<file path="src/rtl/pwm_peripheral_pkg.sv">
// Shared constants and helpers for the PWM output peripheral.
package pwm_peripheral_pkg;

    localparam int unsigned PWM_STEPS        = 256;
    localparam logic [7:0]  DUTY_FULL        = 8'hFF;
    localparam int unsigned NUM_CH           = 16;
    localparam int unsigned DEFAULT_PRESCALE = 13;
    localparam int unsigned DEFAULT_CNT_W    = 16;

    // Duty 0xFF is a true 100%; every other value is high for 'duty' of 256 ticks.
    function automatic logic pwm_compare(input logic [7:0] cnt, input logic [7:0] duty);
        return (duty == DUTY_FULL) ? 1'b1 : (cnt < duty);
    endfunction

endpackage

</file>
<file path="src/rtl/pwm_timebase.sv">
// Prescaler, 8-bit PWM counter and period-boundary duty shadow shared by all channels.
module pwm_timebase
    import pwm_peripheral_pkg::*;
#(
    parameter int unsigned PRESCALE = DEFAULT_PRESCALE,
    parameter int unsigned CNT_W    = DEFAULT_CNT_W
) (
    input  logic       clk,
    input  logic       rst_n,
    input  logic [7:0] duty_in,
    output logic       pwm_level,
    output logic       period_start
);

    logic [CNT_W-1:0] prescaler;
    logic [7:0]       pwm_cnt;
    logic [7:0]       duty_shadow;
    logic             tick;
    logic             boundary;

    // With PRESCALE == 1 the prescaler sits at 0 and tick is permanently high.
    assign tick     = (prescaler == CNT_W'(PRESCALE - 1));
    assign boundary = tick && (pwm_cnt == 8'hFF);

    always_ff @(posedge clk or negedge rst_n) begin
        if (!rst_n) begin
            prescaler <= '0;
        end else if (tick) begin
            prescaler <= '0;
        end else begin
            prescaler <= prescaler + CNT_W'(1);
        end
    end

    // Duty is only sampled on the wrap edge so a period is never cut short or stretched.
    always_ff @(posedge clk or negedge rst_n) begin
        if (!rst_n) begin
            pwm_cnt      <= '0;
            duty_shadow  <= '0;
            period_start <= 1'b0;
        end else begin
            period_start <= boundary;
            if (tick) begin
                pwm_cnt <= pwm_cnt + 8'd1;
            end
            if (boundary) begin
                duty_shadow <= duty_in;
            end
        end
    end

    assign pwm_level = pwm_compare(pwm_cnt, duty_shadow);

endmodule

</file>
<file path="src/rtl/pwm_peripheral.sv">
// 16-channel output stage: each channel is forced low, static high, or the shared PWM waveform.
module pwm_peripheral
    import pwm_peripheral_pkg::*;
#(
    parameter int unsigned PRESCALE = DEFAULT_PRESCALE,
    parameter int unsigned CNT_W    = DEFAULT_CNT_W
) (
    input  logic        clk,
    input  logic        rst_n,
    input  logic [7:0]  en_reg_out_7_0,
    input  logic [7:0]  en_reg_out_15_8,
    input  logic [7:0]  en_reg_pwm_7_0,
    input  logic [7:0]  en_reg_pwm_15_8,
    input  logic [7:0]  pwm_duty_cycle,
    output logic [15:0] out,
    output logic        period_start
);

    logic [NUM_CH-1:0] en_out;
    logic [NUM_CH-1:0] en_pwm;
    logic [NUM_CH-1:0] next_out;
    logic              pwm_level;

    assign en_out = {en_reg_out_15_8, en_reg_out_7_0};
    assign en_pwm = {en_reg_pwm_15_8, en_reg_pwm_7_0};

    pwm_timebase #(
        .PRESCALE (PRESCALE),
        .CNT_W    (CNT_W)
    ) u_timebase (
        .clk          (clk),
        .rst_n        (rst_n),
        .duty_in      (pwm_duty_cycle),
        .pwm_level    (pwm_level),
        .period_start (period_start)
    );

    always_comb begin
        next_out = '0;
        for (int i = 0; i < NUM_CH; i++) begin
            next_out[i] = en_out[i] ? (en_pwm[i] ? pwm_level : 1'b1) : 1'b0;
        end
    end

    // Enable and select are deliberately unshadowed: they reach the pins one clk later.
    always_ff @(posedge clk or negedge rst_n) begin
        if (!rst_n) begin
            out <= '0;
        end else begin
            out <= next_out;
        end
    end

endmodule

</file>
<file path="config.mk">
export PLATFORM = sky130hd
export DESIGN_NAME = pwm_peripheral
export DESIGN_NICKNAME = d
export VERILOG_FILES = /design/src/rtl/pwm_peripheral_pkg.sv /design/src/rtl/pwm_timebase.sv /design/src/rtl/pwm_peripheral.sv
export SDC_FILE = /design/constraint.sdc
export NUM_CORES = 1
export LEC_CHECK = 0
export CORE_MARGIN = 2
export CORE_UTILIZATION = 45
export CTS_BUF_LIST = sky130_fd_sc_hd__clkbuf_4
export CTS_CLUSTER_DIAMETER = 150
export CTS_CLUSTER_SIZE = 14
export DETAILED_ROUTE_END_ITERATION = 10
export HOLD_SLACK_MARGIN = 0.02
export PLACE_DENSITY_LB_ADDON = 0.2
export SKIP_LAST_GASP = 1
export SLEW_MARGIN = 20
export SYNTH_ARGS = -nofsm -noshare
export SYNTH_HDL_FRONTEND = slang
export SYNTH_HIERARCHICAL = 1
export SYNTH_SLANG_ARGS = --single-unit
</file>
<file path="constraint.sdc">
create_clock -name clk -period 2.5 [get_ports clk]
set_input_delay 0.5 -clock clk [delete_from_list [all_inputs] [get_ports clk]]
set_output_delay 0.5 -clock clk [all_outputs]
set_load 0.02 [all_outputs]
</file>
Yosys cells after proc, flatten, opt, wreduce, memory -nomap -nowiden

Cells that the tools add are included.

Memories kept: 0
Input port bits: 42
Output and inout port bits: 17
Bits in read-only memories: 0
Bits in latches: 0
Register bits after elaboration: 49
Bits in writable memories: 0

Shift-type cells: 0
Divide/modulo/power cells: 0
Multiplexer cells: 34
Reductions and logical operators: 1
Multipliers: 0
Eq/ne operators: 3
Bitwise gates (word level): 0
Add/sub/neg operators: 2
Order comparisons: 1

Operators by type and width:

| kind                    | number |
|---|---|
| $mux W1                 | 33 |
| $add A16 B1 Y16 const B | 1 |
| $eq A16 B4 Y1 const B   | 1 |
| $eq A8 B8 Y1 const B    | 2 |
| $mux W16                | 1 |
| $add A8 B1 Y8 const B   | 1 |
| $lt A8 B8 Y1            | 1 |
| $logic_and A1 B1 Y1     | 1 |

Logic depth before layout (Yosys ltp)

Gate-level depths: netlist of run 1.

Depth in word-level cells: 4
Mapped depth: 9
Gate-level depth less buffers: 8

Modules after synthesis

Netlist of run 1, hierarchy kept.

By module, submodules not included:

| module         | times used | seq. area each (um^2) | cells each | area an instance (um^2) |
|---|---|---|---|---|
| pwm_timebase   | 1          | 825.8                 | 146        | 1,662.8 |
| pwm_peripheral | 1          | 400.4                 | 34         | 573.0 |

Worst setup path after synthesis of run 1

No wires, ideal clock.

Path kind: register to register
From: reg u_timebase.prescaler[0]
To: reg u_timebase.duty_shadow[0]
Setup slack: 636 ps
Cell stages (with the launch flop): 7
Arrival: 1,739 ps
Data required time: 2,375 ps
Buffers on the path: 0
Cells stage by stage: dfrtp_1 -> inv_1 -> ha_1 -> nor4b_4 -> nand4_2 -> nor3_4 -> mux2_2

Longest elaborated chain between the ends: 2

RTL lines:

| element                | line               | source |
|---|---|---|
| from (decl)            | pwm_timebase.sv:15 | `logic [CNT_W-1:0] prescaler;` |
| from (signal assigned) | pwm_timebase.sv:31 | `prescaler <= prescaler + CNT_W'(1);` |
| $eq A16 B4 Y1          | pwm_timebase.sv:22 | `assign tick = (prescaler == CNT_W'(PRESCALE - 1));` |
| $logic_and A1 B1 Y1    | pwm_timebase.sv:23 | `assign boundary = tick && (pwm_cnt == 8'hFF);` |
| to (signal assigned)   | pwm_timebase.sv:47 | `duty_shadow <= duty_in;` |
| to (decl)              | pwm_timebase.sv:17 | `logic [7:0] duty_shadow;` |

No other way between the ends.
A chain may end at the register's enable or synchronous reset.

Final worst setup path of run 1

Same ends and word-level chain as after synthesis.

==> impl_metrics.env, run 1 <==
export IMPL_drt_first_pass_iters=4
export IMPL_cts_resized=0
export IMPL_fmax_ghz=0.465
export IMPL_cts_root_buf="clkbuf_4"
export IMPL_clock_latency_ps=360
export IMPL_syn_inst=180
export IMPL_synth_distinct_cells=32
export IMPL_skew_ps=4.84
export IMPL_dieArea_um2=5550
export IMPL_fin_crit_sh_pct=86.1
export IMPL_cts_buffer_depth=2
export IMPL_viasPerCell=4.97
export IMPL_cp_end_kind="flip-flop"
export IMPL_syn_to_final_growth_pct=32.3
export IMPL_cts_sinks=49
export IMPL_crit_arrival_ps=2420
export IMPL_drt_initial_drc_count=75
export IMPL_async_flop_share_pct=100
export IMPL_post_cts_setup_buffers=0
export IMPL_synth_seq_area_share_pct=54.8
export IMPL_grtUsageTotal_pct=17.7
export IMPL_detail_route_antenna_nets=0
export IMPL_syn_area_um2=2240
export IMPL_p_leak_nw=1.30
export IMPL_rows=25
export IMPL_numPortBuffers=58
export IMPL_io_pin_count=59
export IMPL_crit_path_start_kind="flip-flop"
export IMPL_r2r_slack_ps=350
export IMPL_initial_utilization_pct=47.0
export IMPL_reg2reg_to="u_timebase/duty_shadow[0]$_DFFE_PN0P_"
export IMPL_power_density_nw_per_um2=447
export IMPL_grt_overflow_total=0
export IMPL_status="complete, no violations"
export IMPL_avgSynthCellArea_um2=12.4
export IMPL_r2r_start="u_timebase/prescaler[0]$_DFF_PN0_"
export IMPL_grt_max_degree=28
export IMPL_required_ps=2770
export IMPL_worst_pin_slew_ps=553
export IMPL_final_cell_mix="clkdlybuf4s50_1 (57), dfrtp_1 (49), xnor2_1 (13)"
export IMPL_power_w=0.00132
export IMPL_antenna_found_initial=0
export IMPL_hold_slack_ps=86.7
export IMPL_drt_wirelength_per_cell_um=13.3
export IMPL_maxCapViolCount=0
export IMPL_vias=1552
export IMPL_cts_tree="built"
export IMPL_grt_setup_unrepaired="false"
export IMPL_final_setup_viol_count=0
export IMPL_relSlewSlack_pct=62.8
export IMPL_dpl_hpwl_mm=3.18
export IMPL_ys_flop_type="dfrtp_1"
export IMPL_path_class="flip-flop to flip-flop"
export IMPL_drive_above_1_share_pct=15.1
export IMPL_post_route_min_period_ps=2150
export IMPL_ys_warn_count=6
export IMPL_ir_worst_vdd_mv=0.339
export IMPL_clk_pin_slew_ps=140
export IMPL_hold_path_class="input pin to async pin"
export IMPL_drt_wl_total_mm=4.14
export IMPL_ys_ff_latch=49
export IMPL_finalMaxSlewViolations=0
export IMPL_cts_max_level=2
export IMPL_nets=296
export IMPL_final_common_cell="clkdlybuf4s50_1"
export IMPL_hold_violations=0
export IMPL_die_y_um=74.5
export IMPL_reg2regPathDepth=6
export IMPL_crit_fanout=8
export IMPL_fin_setup_tns_ps=0
export IMPL_core_area_um2=4750
export IMPL_diodes=0
export IMPL_gp_congestion=0.741
export IMPL_grt_first_pass_wirelength_mm=7.31
export IMPL_grt_pass1_vias=1601
export IMPL_syn_num_nets=232
export IMPL_post_route_drc_count=0
export IMPL_die_w_um=74.5
export IMPL_cts_hold_repair_buffers=0
export IMPL_cts_buffers=5
export IMPL_synth_edff_count=0
[stage by stage]
step / utilization, % / area [µm²] / worst slack, ps / instances
floorplan: - / 2240 / 636 / 180
global placement: 61.0 / 2900 / 479 / 304
detailed placement: 61.0 / 2900 / 364 / 304
CTS: 62.2 / 2960 / 353 / 312
global route: 62.2 / 2960 / 235 / 312
finish: 62.2 / 2960 / 348 / 312
[metal layers]
metal  vias up  global-route usage (%)  share of wire (%)
met3         7                    7.86                 10
met2        60                    25.8                 46
met4         0                    7.14                1.7
li1        755                       -                  -
met1       730                    23.1                 43
met5         -                       0                  0
[sequential cells by signal, summed over array words and instances, names as in the netlist]
register and count:
u_timebase/duty_shadow 8, u_timebase/prescaler 16, out 16, u_timebase/period_start 1, u_timebase/pwm_cnt 8
[critical path, cell delays in order (launching register included)]
cell and delay [ps]:
dfrtp_1 450, inv_1 70, ha_1 140, nor4b_4 240, nand4_2 270, nor3_4 490, mux2_2 390
[area by class of cell]
cell class	instances	area, µm²
Tap cell	67	83.8
Fill cell	415	1800
Multi-Input combinational cell	117	948
Inverter	12	45.0
Clock inverter	3	21.3
Clock buffer	5	37.5
Sequential cell	49	1230
Timing Repair Buffer	59	596
[synth_stat cells (2+ instances only)]
master,number,area [µm²]
ha_1,10,125
a21boi_2,10,113
xnor2_1,13,114
a21boi_0,6,45.0
and3_1,3,18.8
a21oi_1,2,10.0
and4_2,3,30.0
nand2_1,12,45.0
nand4_1,7,43.8
nand3_1,8,40.0
dfrtp_1,49,1230
inv_1,11,41.3
xor2_1,8,70.1
nor2_1,9,33.8
mux2_2,8,90.1
nor3_1,5,25.0
[worst max-delay path by stage]
stage                                                 start                                    end  slack, ps  depth (start not counted)
after floorplan           u_timebase/prescaler[0]$_DFF_PN0_  u_timebase/duty_shadow[0]$_DFFE_PN0P_        640                          6
after global placement    u_timebase/prescaler[0]$_DFF_PN0_  u_timebase/duty_shadow[6]$_DFFE_PN0P_        480                          6
after detailed placement  u_timebase/prescaler[0]$_DFF_PN0_  u_timebase/duty_shadow[0]$_DFFE_PN0P_        360                          6
after CTS                 u_timebase/prescaler[0]$_DFF_PN0_  u_timebase/duty_shadow[6]$_DFFE_PN0P_        350                          6
after global routing      u_timebase/prescaler[0]$_DFF_PN0_  u_timebase/duty_shadow[5]$_DFFE_PN0P_        230                          6
final                     u_timebase/prescaler[0]$_DFF_PN0_  u_timebase/duty_shadow[0]$_DFFE_PN0P_        350                          6
[cell families after synthesis]
family,synth area share [%]
buffers and inverters,2.74
and+or+nand+nor,15.4
DFF,54.8
AOI/OAI and AO/OA,9.12
adders and majority gates,5.60
xor gates and xnor gates,8.23
muxes,4.03
[power breakdown]
group | leakage (nW) | total [W] | switching, W | internal, W
logic | 0.624 | 0.000140 | 0.0000506 | 0.0000895
clock network | 0.0332 | 0.000372 | 0.000260 | 0.000112
registers | 0.647 | 0.000809 | 0.00000305 | 0.000805
Power figures use the tool's default switching activity.
==> run 2: changes to the inputs <==
- CORE_MARGIN: 2 -> default
- CORE_UTILIZATION: 45 -> 40
==> run 2 against run 1 <==
Non-clock buffer count stayed put. Maximum frequency increased by 3.6%. Cell area rose by 0.17%. Register-to-register slack gained 70 ps. Clock skew is 3.8 ps higher. Combinational power is essentially flat. Sequential cell count unchanged.
==> impl_metrics.env, run 2 (same netlist as run 1, synthesis figures left out) <==
export IMPL_reg2reg_to="u_timebase/duty_shadow[1]$_DFFE_PN0P_"
export IMPL_met2_usage_pct=22.6
export IMPL_numPortBuffers=58
export IMPL_worst_pin_slew_ps=550
export IMPL_grt_overflow_total=0
export IMPL_drt_wl_total_mm=4.00
export IMPL_crit_path_start_kind="flip-flop"
export IMPL_relSlewSlack_pct=63.3
export IMPL_fin_util_pct=56.6
export IMPL_drt_initial_drc_count=70
export IMPL_p_leak_nw=1.30
export IMPL_grt_met1_usage_pct=18.8
export IMPL_cts_buffer_depth=2
export IMPL_multi_input_area_um2=948
export IMPL_detail_route_antenna_nets=0
export IMPL_r2r_slack_ps=420
export IMPL_grtUsageTotal_pct=15.3
export IMPL_diodes=0
export IMPL_hold_violations=0
export IMPL_crit_fanout=8
export IMPL_rows=26
export IMPL_maxCapViolCount=0
export IMPL_drt_first_pass_iters=4
export IMPL_grt_max_degree=28
export IMPL_cts_sinks=49
export IMPL_hold_path_class="input pin to async pin"
export IMPL_fin_setup_tns_ps=0
export IMPL_io_pin_count=59
export IMPL_drt_wirelength_per_cell_um=12.7
export IMPL_reg2regPathDepth=6
export IMPL_power_density_nw_per_um2=446
export IMPL_nets=296
export IMPL_gp_congestion=0.711
export IMPL_antenna_found_initial=0
export IMPL_fin_crit_sh_pct=83.1
export IMPL_post_cts_setup_buffers=0
export IMPL_vias=1543
export IMPL_drive_above_1_share_pct=15.5
export IMPL_cts_hold_repair_buffers=0
export IMPL_post_route_drc_count=0
export IMPL_fmax_ghz=0.481
export IMPL_cp_end_kind="flip-flop"
export IMPL_dpl_hpwl_mm=3.11
export IMPL_die_w_um=76.8
export IMPL_grt_first_pass_wirelength_mm=7.12
export IMPL_post_route_min_period_ps=2080
export IMPL_final_setup_viol_count=0
export IMPL_cts_tree="built"
export IMPL_crit_arrival_ps=2340
export IMPL_initial_utilization_pct=42.7
export IMPL_grt_setup_unrepaired="false"
export IMPL_top_regs="out: 16 flops, u_timebase/prescaler: 16 flops"
export IMPL_status="complete, no violations"
export IMPL_cts_root_buf="clkbuf_4"
export IMPL_core_area_um2=5240
export IMPL_use_met3_pct=8.21
export IMPL_finalMaxSlewViolations=0
export IMPL_path_class="flip-flop to flip-flop"
export IMPL_nFillCells=461
export IMPL_dieArea_um2=5890
export IMPL_required_ps=2760
export IMPL_ir_worst_vdd_mv=0.270
export IMPL_cts_buffers=5
export IMPL_syn_to_final_growth_pct=32.5
export IMPL_grt_busiest_layer="met2"
export IMPL_r2r_start="u_timebase/prescaler[0]$_DFF_PN0_"
export IMPL_skew_ps=8.65
export IMPL_cts_resized=0
export IMPL_final_cell_mix="clkdlybuf4s50_1 (57), dfrtp_1 (49), xnor2_1 (13)"
export IMPL_cts_max_level=2
export IMPL_die_y_um=76.8
export IMPL_final_common_cell="clkdlybuf4s50_1"
export IMPL_viasPerCell=4.90
export IMPL_clock_latency_ps=360
export IMPL_seqCellArea_um2=1230
export IMPL_clk_pin_slew_ps=140
export IMPL_grt_pass1_vias=1566
==> run 2: cell count changes in the layout (fill, tap and decap cells not counted), sizes merged <==
cell      previous run  this run
inv                 13        12
clkinvlp             0         2
clkbuf               5         6
clkinv               2         0
==> run 2: metal layers <==
layer  routed length (µm)  part of all wire [%]
met4                   61                   1.5
met3                  473                    12
met2                 1690                    42
met1                 1770                    44
met5                    0                     0
==> run 2: power breakdown <==
group          leakage (nW)  internal (W)  switching, W  total (W)
clock network        0.0279      0.000121      0.000251   0.000372
logic                 0.624     0.0000895     0.0000514   0.000141
registers             0.647      0.000805    0.00000349   0.000809
total                  1.30       0.00102      0.000306    0.00132
==> run 2: through the flow <==
step / instance area [µm²] / power [W] / hold WS [ps] / setup WS, ps / instances
after detailed placement: 2900 / 0.000968 / 465 / 438 / 307
final: 2960 / 0.00132 / 98.3 / 422 / 315
after global routing: 2960 / 0.00139 / 110 / 289 / 315
after floorplan: 2240 / 0.000854 / 204 / 636 / 180
after global placement: 2900 / 0.000967 / 470 / 477 / 307
after CTS: 2960 / 0.00134 / 104 / 423 / 315
==> run 2: area by class of cell <==
cell class / instances / share of cell area, %
flip-flops and latches: 49 / 41.4
multi-input cells: 117 / 32.0
repair buffers: 59 / 20.1
well taps: 70 / 2.96
clock buffers: 6 / 1.52
inverters: 12 / 1.52
clock inverters: 2 / 0.507
==> run 2: critical path: stages (launching register included) <==
cell and delay [ps]:
dfrtp_1 450, inv_1 80, ha_1 140, nor4b_4 220
nand4_2 240, nor3_4 470, mux2_2 390
==> run 2: worst max path at each step <==
stage | end | from | slack (ps) | cells after the start
after floorplan | u_timebase/duty_shadow[0]$_DFFE_PN0P_ | u_timebase/prescaler[0]$_DFF_PN0_ | 640 | 6
after global placement | u_timebase/duty_shadow[6]$_DFFE_PN0P_ | u_timebase/prescaler[0]$_DFF_PN0_ | 480 | 6
after detailed placement | u_timebase/duty_shadow[1]$_DFFE_PN0P_ | u_timebase/prescaler[0]$_DFF_PN0_ | 440 | 6
after CTS | u_timebase/duty_shadow[1]$_DFFE_PN0P_ | u_timebase/prescaler[0]$_DFF_PN0_ | 420 | 6
after global routing | u_timebase/duty_shadow[6]$_DFFE_PN0P_ | u_timebase/prescaler[0]$_DFF_PN0_ | 290 | 6
final | u_timebase/duty_shadow[1]$_DFFE_PN0P_ | u_timebase/prescaler[0]$_DFF_PN0_ | 420 | 6
